--- src/rtl/mixed_block_c_arbiter.sv ---
// mixed_block_c_arbiter
// Round-robin burst arbiter that shares one block-C output channel among
// NUM_REQ requesters. Each granted burst is preceded by one 13-bit header
// beat {grant[1:0], seq[7:0], 3'b101}. Payload beats are 5-bit seeSt values
// {variablec2[2:0], variablec[1:0]} and are zero-extended to 13 bits.
//
// Optional feature: define MIXED_BLOCK_C_ARB_MAXBURST_EN to cap every grant
// at MAX_BURST payload beats. Without the macro, a burst ends only on req_last.
//
// Ports:
//   clk        clock
//   rst        asynchronous reset, active-high
//   req_valid  per-requester payload valid            [NUM_REQ]
//   req_data   per-requester seeSt, slice i = [5i+4:5i] [NUM_REQ*5]
//   req_last   per-requester final beat of the burst   [NUM_REQ]
//   req_ready  per-requester accept                    [NUM_REQ]
//   out_valid  output beat valid
//   out_is_hdr 1 = header beat, 0 = payload beat
//   out_data   header, or {8'b0, seeSt}                [13]
//   out_last   final payload beat (0 on header beats)
//   out_ready  downstream accept
//   busy       arbiter is not idle
//   cur_src    currently granted requester             [2]
module mixed_block_c_arbiter #(
  parameter int NUM_REQ   = 4,
  parameter int MAX_BURST = 8
) (
  input  logic                 clk,
  input  logic                 rst,
  input  logic [NUM_REQ-1:0]   req_valid,
  input  logic [NUM_REQ*5-1:0] req_data,
  input  logic [NUM_REQ-1:0]   req_last,
  output logic [NUM_REQ-1:0]   req_ready,
  output logic                 out_valid,
  output logic                 out_is_hdr,
  output logic [12:0]          out_data,
  output logic                 out_last,
  input  logic                 out_ready,
  output logic                 busy,
  output logic [1:0]           cur_src
);

  typedef enum logic [1:0] {IDLE, HDR, DATA} stateT;

  stateT       stateReg;
  logic [1:0]  grantReg;
  logic [1:0]  lastGrantReg;
  logic [7:0]  seqReg;
  logic [12:0] hdrReg;

  logic [4:0]  seeArr [NUM_REQ];
  logic [1:0]  winner;
  logic        reqValidG;
  logic        reqLastG;
  logic        burstEnd;

  // Unpack the flat payload bus so the granted slice can be picked by index.
  generate
    for (genvar gi = 0; gi < NUM_REQ; gi++) begin : g_unpack
      assign seeArr[gi] = req_data[5*gi +: 5];
    end
  endgenerate

  assign reqValidG = req_valid[grantReg];
  assign reqLastG  = req_last[grantReg];

`ifdef MIXED_BLOCK_C_ARB_MAXBURST_EN
  logic [7:0] beatCntReg;
  // True on the beat that would be the MAX_BURST-th transfer of this grant.
  assign burstEnd = (beatCntReg == 8'(MAX_BURST - 1));
`else
  assign burstEnd = 1'b0;
`endif

  // Round-robin search starting one past the previous winner, with wrap.
  always_comb begin
    logic       found;
    logic [1:0] idx;
    found  = 1'b0;
    idx    = '0;
    winner = '0;
    for (int k = 1; k <= NUM_REQ; k++) begin
      idx = 2'((int'(lastGrantReg) + k) % NUM_REQ);
      if (!found && req_valid[idx]) begin
        found  = 1'b1;
        winner = idx;
      end
    end
  end

  // Header beats come from registers; payload beats pass straight through
  // from the granted requester so there is no bubble inside a burst.
  always_comb begin
    out_valid  = 1'b0;
    out_is_hdr = 1'b0;
    out_data   = '0;
    out_last   = 1'b0;
    req_ready  = '0;
    case (stateReg)
      HDR: begin
        out_valid  = 1'b1;
        out_is_hdr = 1'b1;
        out_data   = hdrReg;
      end
      DATA: begin
        out_valid           = reqValidG;
        out_data            = {8'b0, seeArr[grantReg]};
        out_last            = reqLastG | burstEnd;
        req_ready[grantReg] = out_ready;
      end
      default: ;
    endcase
  end

  assign busy    = (stateReg != IDLE);
  assign cur_src = grantReg;

  always_ff @(posedge clk or posedge rst) begin
    if (rst) begin
      stateReg     <= IDLE;
      grantReg     <= '0;
      lastGrantReg <= 2'(NUM_REQ - 1);
      seqReg       <= '0;
      hdrReg       <= '0;
`ifdef MIXED_BLOCK_C_ARB_MAXBURST_EN
      beatCntReg   <= '0;
`endif
    end else begin
      case (stateReg)
        IDLE: begin
          if (|req_valid) begin
            grantReg     <= winner;
            lastGrantReg <= winner;
            hdrReg       <= {winner, seqReg, 3'b101};
            stateReg     <= HDR;
          end
        end
        HDR: begin
          if (out_ready) begin
            seqReg     <= seqReg + 8'd1;
            stateReg   <= DATA;
`ifdef MIXED_BLOCK_C_ARB_MAXBURST_EN
            beatCntReg <= '0;
`endif
          end
        end
        DATA: begin
          if (reqValidG && out_ready) begin
`ifdef MIXED_BLOCK_C_ARB_MAXBURST_EN
            beatCntReg <= beatCntReg + 8'd1;
`endif
            if (reqLastG || burstEnd) stateReg <= IDLE;
          end
        end
        default: stateReg <= IDLE;
      endcase
    end
  end

endmodule

--- config.mk ---
export PLATFORM = sky130hd
export DESIGN_NAME = mixed_block_c_arbiter
export DESIGN_NICKNAME = d
export VERILOG_FILES = /design/src/rtl/mixed_block_c_arbiter.sv
export SDC_FILE = /design/constraint.sdc
export NUM_CORES = 1
export LEC_CHECK = 0
export BUFFER_PORTS_ARGS = -buffer_cell sky130_fd_sc_hd__clkbuf_2
export CAP_MARGIN = 40
export CORE_MARGIN = 10
export CORE_UTILIZATION = 40
export CTS_CLUSTER_DIAMETER = 30
export DETAILED_ROUTE_END_ITERATION = 8
export PLACE_DENSITY = 0.69
export SLEW_MARGIN = 20
export SYNTH_ARGS = -nofsm -noshare
export SYNTH_HDL_FRONTEND = slang
export SYNTH_SLANG_ARGS = --single-unit
export TNS_END_PERCENT = 20
--- constraint.sdc ---
create_clock -name clk -period 1.55 [get_ports clk]
set_input_delay 0.155 -clock clk [delete_from_list [all_inputs] [get_ports clk]]
set_output_delay 0.155 -clock clk [all_outputs]
set_load 0.02 [all_outputs]
# Word level (Yosys, flattened, before mapping)
# Index checks and enable logic that the tools add are counted.
dict set report classes {
  n_addsub 5
  magnitude_cmp 7
  eq_ne 6
  mux 34
  n_bitwise 2
  n_reduce_logical 14
}
# cell n
set ops {}
lappend ops {{$pmux 13 s2} 1}
lappend ops {{$mux 2} 8}
lappend ops {{$lt 2x3->1 const B} 5}
lappend ops {{$bmux 1 s2} 6}
lappend ops {{$mux 1} 12}
lappend ops {{$bmux 5 s2} 1}
lappend ops {{$mux 5} 2}
lappend ops {{$add 8x1->8 const B} 1}
lappend ops {{$ne 2x2->1 const B} 4}
lappend ops {{$pmux 2 s3} 1}
lappend ops {{$logic_and 1x1->1} 5}
lappend ops {{$add 2x1->2 const B} 2}
lappend ops {{$add 2x2->2 const B} 2}
lappend ops {{$and 4x4->4} 1}
lappend ops {{$mux 4} 1}
lappend ops {{$reduce_and 2->1} 2}
lappend ops {{$reduce_and 4->1} 1}
lappend ops {{$reduce_or 4->1} 1}
lappend ops {{$ge 3x3->1 const B} 1}
lappend ops {{$logic_not 1->1} 3}
lappend ops {{$not 2->3} 1}
lappend ops {{$demux 1 s2} 1}
lappend ops {{$eq 2x1->1 const B} 1}
lappend ops {{$eq 2x2->1 const B} 1}
lappend ops {{other kinds (4)} 4}
dict set report word_totals {
  regBits 26
  inputBits 31
  out_inout_bits 23
  word_cells 73
}

# Depth between registers and ports, before layout
dict set report depth {
  depth_word 13
  depth_mapped 8
  ltp_nobuf 6
}

# Least setup slack after synthesis
# OpenSTA, ideal clock, no wires.
dict set report synth_timing {
  path_kind {register to output}
  from {register stateReg[1]}
  to {output port out_data[0]}
  arrival_ns 1.817
  required_ns 1.395
  path_slack_ns -0.422
  path_stages_with_launch 7
  n_path_buf 2
  cell_sequence {dfrtp_1 > inv_1 > ha_1 > clkbuf_1 > clkbuf_1 > nand2_1 > a21boi_0}
}
dict set report synth_between {
  elab_chain_len 2
  word_cells_on_any_way 3
  cone_classes {2 x eq/ne; 1 x mux}
}
# item line_no
set synth_lines {}
lappend synth_lines {{from (decl)} 45} ;# stateT stateReg;
lappend synth_lines {{from (signal assigned)} 120} ;# stateReg <= IDLE;
lappend synth_lines {{from (signal assigned)} 135} ;# stateReg <= HDR;
lappend synth_lines {{from (signal assigned)} 141} ;# stateReg <= DATA;
lappend synth_lines {{$eq 2x2->1 / $eq 2x1->1 (equally long branches)} 99} ;# case (stateReg)
lappend synth_lines {{$pmux 13 s2 *} 99}
lappend synth_lines {{to (decl)} 36} ;# output logic [12:0] out_data,
# Every way passes the cells marked *; elsewhere a longest branch is shown, timed or not.

# Final worst setup path
dict set report layout_timing {
  from {register grantReg[0], in the netlist cur_src[0]}
  to {output port out_data[3]}
}
dict set report layout_between {
  elab_chain_len 5
}
# item line_no
set layout_lines {}
lappend layout_lines {{from (decl)} 46} ;# logic [1:0] grantReg;
lappend layout_lines {{from (signal assigned)} 132} ;# grantReg <= winner;
lappend layout_lines {{$not 2->3 (not written as such)} 107} ;# out_data = {8'b0, seeArr[grantReg]};
lappend layout_lines {{$bmux 5 s2} 107}
lappend layout_lines {{$mux 5 (not written as such) (2 in series)} 107}
lappend layout_lines {{$pmux 13 s2} 99}
# Every way passes these cells. The select of a mux whose other input is x is not followed.

==> impl_metrics.py <==
metrics = {
    "sta": {
        "rsz0062_at_grt": "yes",
        "clock.fmax_mhz": 538,
        "setup_viol_count_final": 17,
        "fin_crit_sh": 1.20,
        "hold_viol_final": 0,
        "relSlewSlack": 0.804,
        "setup_ws_ns": -0.310,
        "min_period_ns": 1.86,
        "worst_pin_slew_ns": 0.294,
        "finClkSkew_ns": 0.00369,
        "final_max_slew_viol_count": 0,
    },
    "final_layout": {
        "multi_input_comb_area_um2": 961,
        "register_area_um2": 578,
        "stdcell_count": 262,
        "fill_cells": 325,
        "drive_gt1_frac": 0.593,
        "area_growth_syn_to_layout_pct": 48.3,
        "fin_util": 0.615,
        "finalNetCount": 251,
        "diodes": 0,
    },
    "floorplan": {
        "die_x_um": 81.8,
        "dieArea_um2": 6700,
        "initial_core_util": 0.415,
        "ios": 54,
        "rows": 22,
        "coreArea_um2": 3690,
        "die_h_um": 81.8,
    },
    "placement": {
        "gp_congestion": 0.808,
        "portBuffers": 53,
        "hpwl_um": 3210,
        "dp.cells": 253,
    },
    "grt": {
        "grt_max_degree": 24,
        "grt_first_pass_wirelength_um": 6190,
        "busiest_layer": "met2",
        "grt_overflow": 0,
        "grt_pass1_vias": 1306,
        "antenna_found_initial": 0,
        "grt_use_met2": 0.211,
        "grt_usage": 0.117,
        "use_met3": 0.0338,
        "use_met1": 0.127,
    },
    "status": {
        "violations": "setup timing",
        "status": "finished, violations left",
    },
    "pwr": {
        "peakVddDrop_mv": 0.780,
        "p_per_area_nw_per_um2": 1820,
        "power_mw": 4.13,
        "p_leak_nw": 1.08,
    },
    "route": {
        "drc": 0,
        "postRouteAntennaNets": 0,
        "routed_via_density": 5.12,
        "drt-initial-drc-count": 44,
        "drt-pass1-iter-count": 4,
        "vias": 1342,
        "finalWirelength_um": 4170,
        "drt-wirelength-per-cell_um": 15.9,
    },
    "synthesis": {
        "yosys_register_bits": 23,
        "synth.net_count": 179,
        "yosysWarnings": 0,
        "synth_area_um2": 1530,
        "yosysSeqAreaShare": 0.378,
        "syn_avg_cell_area_um2": 10.7,
        "synthCells": 143,
        "synthDistinctLibCells": 39,
    },
    "worst_hold_path": {
        "whs_endpoint": "seqReg[2]",
        "hold_path_class": "primary input to register",
        "hold_path.startpoint": "out_ready",
        "hold_depth": 3,
    },
    "clocking": {
        "cts_sinks": 23,
        "cts_max_level": 1,
        "cts_tree": "yes",
        "clk_path_buf_depth": 2,
        "clock-root-buffer": "clkbuf_8",
        "numCtsBuffers": 3,
        "clock_latency_ns": 0.27,
        "clk_pin_slew_ns": 0.08,
    },
    "critical_path": {
        "cp.required_ns": 1.39,
        "cp_max_fo": 5,
        "path_class": "register to output pin",
        "crit_path_start_kind": "register",
        "r2r-end": "stateReg[1]",
        "reg2reg_from": "cur_src[0]",
        "critPathArrivalTime_ns": 1.71,
        "endpoint_kind": "output pin",
        "r2r_slack_ns": -0.25,
        "reg2regPathDepth": 6,
    },
    "flow_run": {
        "max_cap_viol_count": 0,
    },
}
flip-flops by register name, summed over array words and instances, names as in the netlist:
signal        flops
stateReg          2
lastGrantReg      2
cur_src           2
seqReg            8
hdrReg            9
how the worst max path moves through the flow:
stage                     start      endpoint  slack, ns  depth (start not counted)
CTS                  cur_src[0]   out_data[3]      -0.32                          5
global route         cur_src[0]   out_data[3]      -0.40                          5
detailed placement   cur_src[0]   out_data[3]      -0.10                          5
finish               cur_src[0]   out_data[3]      -0.31                          5
floorplan           stateReg[0]  req_ready[0]      -0.04                          5
global placement     cur_src[0]   stateReg[1]      -0.08                          4
per-layer routing:
layer,vias to the layer above,routed length [um],share of wire
met2,30,2260,0.54
met4,0,33,0.0079
met1,664,1600,0.38
met5,-,0,0
met3,4,287,0.069
li1,644,-,-
worst max-delay path, cell delays in order (launching register included):
cell and delay, ns:
dfrtp_1 0.42, buf_6 0.16, mux4_2 0.52, a22oi_2 0.13, nor2b_1 0.06, clkbuf_2 0.15
synthesized netlist by cell type (all sizes together):
master | count | area, um^2
a2111oi | 1 | 15.0
a21boi | 2 | 15.0
a21o | 4 | 30.0
a21oi | 2 | 10.0
a221o | 1 | 10.0
a22oi | 2 | 15.0
a2bb2oi | 1 | 8.76
a311o | 1 | 10.0
a32oi | 1 | 16.3
and2 | 9 | 56.3
and3 | 1 | 6.26
buf | 8 | 65.1
clkbuf | 4 | 15.0
dfrtp | 21 | 526
dfstp | 2 | 52.6
ha | 5 | 62.6
inv | 6 | 22.5
mux2 | 10 | 116
mux4 | 7 | 161
nand2 | 15 | 56.3
nand2b | 3 | 18.8
nand3 | 6 | 35.0
nand3b | 3 | 22.5
nor2 | 7 | 26.3
nor2b | 4 | 25.0
nor3 | 3 | 15.0
o21ai | 1 | 5.00
o221a | 1 | 11.3
o22ai | 1 | 6.26
o31ai | 2 | 15.0
or3b | 2 | 17.5
xnor2 | 4 | 35.0
xor2 | 3 | 26.3
cells by family (layout without fill, tap and decap cells):
family	Yosys count	after routing	share of synthesized area
AND/OR/NAND/NOR	53	53	0.182
flip-flops	23	23	0.378
AO/OA/AOI/OAI	20	20	0.110
buffers and inverters	18	89	0.0671
multiplexers	17	17	0.182
XOR/XNOR	7	7	0.0401
adder cells (fa/ha/maj)	5	5	0.0409
report_power, final:
part           switching, mW  leakage [nW]  internal (mW)  total (mW)
Sequential             0.202         0.287          0.826        1.03
Clock                  0.193        0.0255          0.180       0.373
Combinational           1.26         0.768           1.47        2.73
Total                   1.65          1.08           2.48        4.13
cell type report:
| cell class | instances | area share |
|---|---|---|
| Clock inverter | 1 | 0.00221 |
| Multi-Input combinational cell | 102 | 0.424 |
| Timing Repair Buffer | 79 | 0.264 |
| Tap cell | 48 | 0.0265 |
| Sequential cell | 23 | 0.255 |
| Clock buffer | 3 | 0.0182 |
| Inverter | 6 | 0.00993 |
cell usage in the layout (no fill, tap or decap), types with 3 or more instances in the layout:
master    count
buf_4        24
buf_6         5
nor2b_1       4
mux4_2        7
dfrtp_1      21
xor2_1        3
nand3_1       5
nand2_1      12
and2_4        5
and2_1        4
buf_8         7
nand2_2       3
clkbuf_2     35
inv_2         3
xnor2_1       4
clkbuf_8      7
inv_1         3
mux2_2        9
nand2b_1      3
ha_1          3
nor2_1        7
nand3b_1      3
a21o_1        3
stage by stage:
step | area (um^2) | worst slack, ns | TNS, ns | hold slack (ns)
3_5_place_dp | 1960 | -0.104 | -0.724 | 0.195
3_3_place_gp | 1960 | -0.0799 | -0.323 | 0.190
5_1_grt | 2270 | -0.396 | -4.37 | 0.291
4_1_cts | 2170 | -0.316 | -3.10 | 0.266
6_report | 2270 | -0.310 | -2.69 | 0.271
2_1_floorplan | 1570 | -0.0425 | -0.160 | 0.155
what timing repair did:
action | in CTS | in global routing
hold endpoints to repair | 21 | 0
buffers inserted | 3 | 2
hold buffers | 1 | 0
pin swaps | 5 | 3
endpoints found under the setup margin | 30 | 27
gates resized for setup | 36 | 34
Note: power is estimated with default switching activity, not from simulation.
